==> src/rtl/lut_neuron_layer_pipe.sv <==
// LUT neuron layer: CHANNELS runtime-programmable truth tables, one registered lookup per input vector.
// Latency: 1 cycle from acceptance to out_valid; 1 vector/cycle when downstream keeps out_ready high.
// Backpressure: output register holds while out_valid && !out_ready; in_ready is low then and during a clear sweep.
// Optional LUT_PARITY_EN: per-entry even-parity bit with a sticky err_parity output.
module lut_neuron_layer_pipe #(
  parameter int CHANNELS = 4,
  parameter int IN_BITS  = 6,
  parameter int OUT_BITS = 2,
  parameter int CH_W     = (CHANNELS > 1) ? $clog2(CHANNELS) : 1
) (
  input  logic                         clk,
  input  logic                         rst_n,
  input  logic                         in_valid,
  output logic                         in_ready,
  input  logic [CHANNELS*IN_BITS-1:0]  in_data,
  output logic                         out_valid,
  input  logic                         out_ready,
  output logic [CHANNELS*OUT_BITS-1:0] out_data,
  input  logic                         cfg_we,
  input  logic [CH_W-1:0]              cfg_ch,
  input  logic [IN_BITS-1:0]           cfg_addr,
  input  logic [OUT_BITS-1:0]          cfg_data,
  input  logic                         cfg_clear,
  output logic                         clear_busy
`ifdef LUT_PARITY_EN
  ,
  output logic                         err_parity
`endif
);

  localparam int DEPTH = 1 << IN_BITS;

  typedef enum logic {IDLE, CLEAR} state_t;

  state_t                       state;
  logic [IN_BITS-1:0]           cnt;
  logic [OUT_BITS-1:0]          tbl [CHANNELS][DEPTH];
  logic [CHANNELS*OUT_BITS-1:0] lookup;
  logic                         accept;
  logic                         sweeping;
  logic                         sweep_last;

  assign in_ready   = (state == IDLE) && (!out_valid || out_ready);
  assign accept     = in_valid && in_ready;
  assign sweeping   = (state == CLEAR);
  assign sweep_last = sweeping && (cnt == {IN_BITS{1'b1}});

  // Clear-sweep FSM: walks cnt over every table row once, clear_busy registered alongside the state.
  always_ff @(posedge clk or negedge rst_n) begin
    if (!rst_n) begin
      state      <= IDLE;
      cnt        <= '0;
      clear_busy <= 1'b0;
    end else begin
      case (state)
        IDLE: begin
          if (cfg_clear) begin
            state      <= CLEAR;
            cnt        <= '0;
            clear_busy <= 1'b1;
          end
        end
        CLEAR: begin
          cnt <= cnt + 1'b1;
          if (cnt == {IN_BITS{1'b1}}) begin
            state      <= IDLE;
            clear_busy <= 1'b0;
          end
        end
        default: begin
          state      <= IDLE;
          cnt        <= '0;
          clear_busy <= 1'b0;
        end
      endcase
    end
  end

  // Table storage: the sweep row wins over a config write to the same entry; reads see the pre-edge value.
  always_ff @(posedge clk or negedge rst_n) begin
    if (!rst_n) begin
      for (int c = 0; c < CHANNELS; c++)
        for (int a = 0; a < DEPTH; a++)
          tbl[c][a] <= '0;
    end else begin
      for (int c = 0; c < CHANNELS; c++)
        for (int a = 0; a < DEPTH; a++)
          if (sweeping && (cnt == IN_BITS'(a)))
            tbl[c][a] <= '0;
          else if (cfg_we && (cfg_ch == CH_W'(c)) && (cfg_addr == IN_BITS'(a)))
            tbl[c][a] <= cfg_data;
    end
  end

  // Combinational per-channel lookup feeding the output register.
  always_comb begin
    lookup = '0;
    for (int c = 0; c < CHANNELS; c++)
      lookup[c*OUT_BITS +: OUT_BITS] = tbl[c][in_data[c*IN_BITS +: IN_BITS]];
  end

  // Output register: load on acceptance, drop valid once the consumer takes it, otherwise hold.
  always_ff @(posedge clk or negedge rst_n) begin
    if (!rst_n) begin
      out_valid <= 1'b0;
      out_data  <= '0;
    end else if (accept) begin
      out_valid <= 1'b1;
      out_data  <= lookup;
    end else if (out_ready) begin
      out_valid <= 1'b0;
    end
  end

`ifdef LUT_PARITY_EN
  logic par     [CHANNELS][DEPTH];
  logic par_bad;

  // Parity bits track every table write, including the sweep zeroing.
  always_ff @(posedge clk or negedge rst_n) begin
    if (!rst_n) begin
      for (int c = 0; c < CHANNELS; c++)
        for (int a = 0; a < DEPTH; a++)
          par[c][a] <= 1'b0;
    end else begin
      for (int c = 0; c < CHANNELS; c++)
        for (int a = 0; a < DEPTH; a++)
          if (sweeping && (cnt == IN_BITS'(a)))
            par[c][a] <= 1'b0;
          else if (cfg_we && (cfg_ch == CH_W'(c)) && (cfg_addr == IN_BITS'(a)))
            par[c][a] <= ^cfg_data;
    end
  end

  // Any channel whose looked-up entry plus parity bit has odd weight flags an error.
  always_comb begin
    par_bad = 1'b0;
    for (int c = 0; c < CHANNELS; c++)
      par_bad = par_bad |
                ((^tbl[c][in_data[c*IN_BITS +: IN_BITS]]) ^ par[c][in_data[c*IN_BITS +: IN_BITS]]);
  end

  // Sticky error flag, cleared when a sweep completes.
  always_ff @(posedge clk or negedge rst_n) begin
    if (!rst_n)
      err_parity <= 1'b0;
    else if (sweep_last)
      err_parity <= 1'b0;
    else if (accept && par_bad)
      err_parity <= 1'b1;
  end
`else
  logic unused_sweep_last;
  assign unused_sweep_last = sweep_last;
`endif

endmodule

==> config.mk <==
export PLATFORM = sky130hd
export DESIGN_NAME = lut_neuron_layer_pipe
export DESIGN_NICKNAME = d
export VERILOG_FILES = /design/src/rtl/lut_neuron_layer_pipe.sv
export SDC_FILE = /design/constraint.sdc
export NUM_CORES = 1
export LEC_CHECK = 0
export ABC_CLOCK_PERIOD_IN_PS = 2070
export CAP_MARGIN = 20
export CORE_ASPECT_RATIO = 1.75
export CORE_MARGIN = 1.5
export CORE_UTILIZATION = 50
export CTS_CLUSTER_DIAMETER = 50
export CTS_CLUSTER_SIZE = 24
export DETAILED_ROUTE_END_ITERATION = 12
export PLACE_DENSITY = 0.66
export SLEW_MARGIN = 40
export SYNTH_ARGS = -nofsm -noshare
export SYNTH_HDL_FRONTEND = slang
export SYNTH_SLANG_ARGS = --single-unit
==> constraint.sdc <==
create_clock -name clk -period 2.07 [get_ports clk]
set_input_delay 0.621 -clock clk [delete_from_list [all_inputs] [get_ports clk]]
set_output_delay 0.621 -clock clk [all_outputs]
set_load 0.01 [all_outputs]
After elaboration in Yosys (flattened, before gate mapping)

Cells that the tools add are included.

Shift-type cells: 0
Reduce and logical (&&, ||, !) cells: 589
Add/subtract/negate cells: 1
Muxes and demuxes: 534
Bitwise logic cells: 5
Equal/unequal tests: 131
Order comparisons: 4
Multiply operators: 0
Divide/modulo/power cells: 0

Operators by type and width:

| cell                | count |
|---|---|
| $mux 2              | 520 |
| $reduce_bool 2->1   | 257 |
| $eq 6x6->1 const B  | 64 |
| $logic_and 1x1->1   | 326 |
| $eq 6x5->1 const B  | 32 |
| $eq 6x4->1 const B  | 16 |
| $bmux 2 s6          | 4 |
| $eq 6x3->1 const B  | 8 |
| $ge 7x7->1 const B  | 4 |
| $not 6->7           | 4 |
| $eq 6x2->1 const B  | 4 |
| $eq 6x1->1 const B  | 2 |
| $logic_not 6->1     | 2 |
| $pmux 6 s2          | 1 |
| $add 6x1->6 const B | 1 |
| $mux 1              | 6 |
| $mux 6              | 1 |
| $eq 2x2->1 const B  | 2 |
| $pmux 1 s2          | 2 |
| $eq 2x1->1 const B  | 1 |
| $logic_not 2->1     | 1 |
| $ne 2x1->1 const B  | 1 |
| $ne 2x2->1 const B  | 1 |
| $reduce_and 2->1    | 1 |
| other kinds (3)     | 3 |

Register bits after elaboration: 529
Bits of input ports: 40
ROM bits: 0
Logic and storage cells: 1525
Memory bits (writable): 0
Bits in latches: 0
Memories: 0
Output and inout port bits: 11

Depth between registers and ports, before layout

Word-level depth: 5
Depth in mapped cells: 8
Gate-level depth less buffers: 5

Least setup slack after synthesis

Ideal clock, no wire load.

Path kind: input to register
Start: input port in_data[2]
End: register out_data[0]
Path slack: -0.039 ns
Setup time: 0.141 ns
Stages on the path: 6
Path buffers: 2
Arrival: 1.968 ns
Required time: 1.929 ns
Cells stage by stage: buf_2 > buf_2 > mux4_2 > mux2_2 > a221oi_1 > o311ai_1

Longest elaborated chain between the ends: 4

RTL lines:

| item                                      | line | source |
|---|---|---|
| start: declaration                        | 15   | `input logic [CHANNELS*IN_BITS-1:0] in_data,` |
| $not 6->7 (implied by the code)           | 99   | `lookup[c*OUT_BITS +: OUT_BITS] = tbl[c][in_data[c*IN_BITS +: IN_BITS]];` |
| $bmux 2 s6                                | 99   |  |
| $mux 2 (implied by the code) (2 in a row) | 99   |  |
| end signal: assignment                    | 109  | `out_data <= lookup;` |
| end: declaration                          | 18   | `output logic [CHANNELS*OUT_BITS-1:0] out_data,` |

Every way passes these cells. The select of a mux whose other input is x is not followed.
A chain may end at the register's enable or synchronous reset.

Worst setup path after layout

Start: register cnt[2]
End: register tbl[21] (netlist bit)

Longest elaborated chain between the ends: 3
Elaborated cells between the ends (all ways): 4
Those cells by class: 1 x eq/ne; 1 x mux; 2 x reduce/logical

RTL lines:

| item                                               | line | source |
|---|---|---|
| start: declaration                                 | 36   | `logic [IN_BITS-1:0] cnt;` |
| start signal: assignment                           | 64   | `cnt <= cnt + 1'b1;` |
| $eq 6x6->1 (*)                                     | 88   | `if (sweeping && (cnt == IN_BITS'(a)))` |
| $logic_and 1x1->1 (*)                              | 88   |  |
| $mux 2 / $reduce_bool 2->1 (equally long branches) | -    |  |
| end signal: indexed assignment                     | 91   | `tbl[c][a] <= cfg_data;` |
| end: declaration                                   | 37   | `logic [OUT_BITS-1:0] tbl [CHANNELS][DEPTH];` |

Every way passes the cells marked *; elsewhere a longest branch is shown, timed or not.

==> flow_summary.json <==
{
  "run_status": "completed",
  "reg2reg_to": "tbl[21]$_DFFE_PN0P_",
  "drtAntennaViolNets": 0,
  "viasPerCell": 6.20,
  "synth.distinct_cells": 48,
  "ys_top_cells_by_area": "dfrtp_1, mux2i_1, mux4_2, nand2_1, nor2_1",
  "slowest_stage": "dfrtp_1",
  "grt_pass1_vias": 24340,
  "finalHoldViolations": 0,
  "antenna_found_initial": 2,
  "maxCapViolCount": 0,
  "async_flop_share_pct": 100,
  "clk_pin_slew_worst_paths_ps": 90,
  "ios": 51,
  "use_met1_pct": 39.2,
  "worstMarginPinSlew_ps": 715,
  "ys_ff_latch": 529,
  "cts_root_buf": "clkbuf_16",
  "cts_tree": "done",
  "dpl.hpwl_mm": 71.4,
  "portBuffers": 50,
  "critical-path-top-delay-family": "simple AND/OR/NAND/NOR gates",
  "p_total_mw": 26.1,
  "start_util_pct": 50.5,
  "vias": 23977,
  "synthesis.area_um2": 27400,
  "hold_start": "cfg_data[1]",
  "seq_area_frac_synth_pct": 48.4,
  "synth_area_per_cell_um2": 9.64,
  "synth_edf_count": 0,
  "maxSlewHeadroom_pct": 52.1,
  "multi_input_area_um2": 13500,
  "ys_warn_count": 0,
  "cp_slowest_stage_delay_ps": 580,
  "drive_gt1_share_pct": 20.3,
  "drt-total-wl_mm": 97.4,
  "cts_buffers": 38,
  "top_usage_layer": "met2",
  "clock_latency_ps": 570,
  "drt_iter0_drc": 2013,
  "cp_data_arrival_time_ps": 2530,
  "die_w_um": 180,
  "rrSetupSlack_ps": 0.5,
  "grt_usage_pct": 34.3,
  "worstSetupStartpointType": "flip-flop",
  "powerDensity_nw_per_um2": 787,
  "slew_viol_final": 0,
  "fmax_mhz": 483,
  "mostFrequentLayoutCells": "dfrtp_1, nand2_1, nor2_1, buf_4, mux2i_1",
  "rr_startpoint": "cnt[2]$_DFFE_PN0P_",
  "crit_top_cell": "nor2_1",
  "period_minus_slack_ps": 2070,
  "yosysTopAreaCell": "dfrtp_1",
  "grt_pass1_wl_mm": 145,
  "cp_cell_sequence": "nor2b_1, nand2_1, nor2_1, buf_4, nor2_1",
  "fin_worst_skew_ps": 14.1,
  "clockBufferDepth": 3,
  "core_area_um2": 54200,
  "fin_nets": 3189,
  "final_common_cell": "dfrtp_1",
  "fin_cells": 3865,
  "hold_path_depth": 3,
  "critPathMaxFanout": 10,
  "die_y_um": 312,
  "grt_use_met2_pct": 57.8,
  "synth_flop_cell": "dfrtp_1",
  "drcViolationCount": 0,
  "synth_top_cell_area_share_pct": 48.4,
  "use_met3_pct": 4.85,
  "h-tree-depth": 2,
  "dieArea_um2": 56200,
  "synth_cells": 2837,
  "reg2reg_depth": 5,
  "crit_required_ps": 2530,
  "period_share_pct": 100,
  "rows": 113,
  "seq_area_um2": 13200,
  "clock_sinks": 529,
  "end_kind": "flip-flop",
  "max-vdd-ir-drop_uv": 610,
  "grt_remaining_overflow": 0,
  "fill_cells": 4490,
  "drtPass1Iterations": 7,
  "setup_viol": 0,
  "power.leakage_nw": 16.3,
  "wl_per_cell_um": 25.2,
  "synth.net_count": 2881,
  "area_growth_pct": 21.4,
  "grt_max_degree": 75,
  "dp_cells": 3783,
  "crit_buf_inv": 1,
  "min_to": "tbl[147]$_DFFE_PN0P_",
  "path_class": "flip-flop to flip-flop",
  "globalplace.congestion": 0.996,
  "hold_class": "primary input to flip-flop"
}
-- how the worst max path moves through the flow --
stage	from	end	slack, ps	cells after the start
3_5_place_dp	in_data[10]	out_data[2]$_DFFE_PN0P_	-880	8
2_1_floorplan	in_data[12]	out_data[5]$_DFFE_PN0P_	7	6
4_1_cts	cfg_addr[3]	tbl[14]$_DFFE_PN0P_	0.02	8
5_1_grt	in_data[22]	out_data[6]$_DFFE_PN0P_	-30	7
3_3_place_gp	in_data[10]	out_data[2]$_DFFE_PN0P_	-1040	8
6_report	cnt[2]$_DFFE_PN0P_	tbl[21]$_DFFE_PN0P_	0.5	5
-- cell usage after synthesis (6+ instances only) --
cell       number
a211oi_1       24
o21ai_0       130
a221oi_1        7
nor4_1          9
nand2b_1       21
a31oi_1         8
mux4_2        104
mux2_2         17
o311ai_1        6
dfrtp_1       529
a21oi_1       255
buf_4           8
o22ai_1         8
a2111oi_0      16
nand3_1       131
o211ai_1       10
o311a_1         8
buf_1          15
buf_2          32
nor2_2          6
nor3_1         26
nor2_1        459
o32ai_1         8
clkbuf_1      135
nand4bb_1       6
nor3b_1        11
nand2_1       483
nor2b_1        47
mux2i_1       282
-- routing by layer --
layer  vias up  routed length [µm]
li1      10563                   -
met1     11996               34400
met2      1067               47700
met3       351                6160
met4         0                9140
met5         -                   0
-- cell type report --
type,instances,area share [%]
Multi-Input combinational cell,2115,40.5
Tap cell,690,2.60
Antenna cell,1,0.00753
Sequential cell,529,39.8
Clock inverter,25,0.968
Timing Repair Buffer,458,12.8
Inverter,3,0.0339
Clock buffer,44,3.21
-- logic make-up (layout without fill, tap and decap cells) --
logic type	count (synthesis)	after routing	synth area share [%]
AOI/OAI and AO/OA	484	484	9.93
adders and majority gates	4	4	0.183
buffers and inverters	193	530	2.90
DFF	529	529	48.4
muxes	403	403	19.6
other	0	1	0
and+or+nand+nor	1224	1224	19.0
-- stage by stage --
| stage | hold slack (ps) | cell area [µm²] | setup slack (ps) | utilization [%] | TNS (ps) |
|---|---|---|---|---|---|
| 6_report | 480 | 33200 | 0.453 | 61.4 | 0 |
| 3_3_place_gp | 496 | 31600 | -1040 | 58.3 | -193780 |
| 3_5_place_dp | 504 | 31600 | -876 | 58.3 | -222000 |
| 4_1_cts | 465 | 33000 | 0.0153 | 61.0 | 0 |
| 2_1_floorplan | 325 | 27400 | 6.97 | - | 0 |
| 5_1_grt | 480 | 33200 | -33.9 | 61.4 | -34.5 |
-- repair_timing --
item / 4_1_cts / 5_1_grt
cloned: 0 / 1
pin swaps: 1 / 6
setup buffers: 2 / 8
hold buffers: 1 / 0
resized for setup: 30 / 28
endpoints found under the hold margin: 10 / 0
endpoints found under the setup margin: 41 / 189
-- tightest hold or removal path: cells and delay by family --
family / cells / cell delay, ps
compound gates: 1 / 60
buf+inv: 1 / 210
simple gates: 1 / 110
-- flip-flops by register name (all words and copies together), names as in the netlist --
| name | flops |
|---|---|
| tbl | 512 |
| out_data | 8 |
| cnt | 6 |
| clear_busy | 1 |
| out_valid | 1 |
| state | 1 |
-- where the power goes --
part	internal, mW	leakage (nW)	switching [mW]
registers	11.4	7.30	0.816
logic	2.14	8.29	3.25
clock network	4.27	0.677	4.23
total	17.8	16.3	8.30
Power figures use the tool's default switching activity.
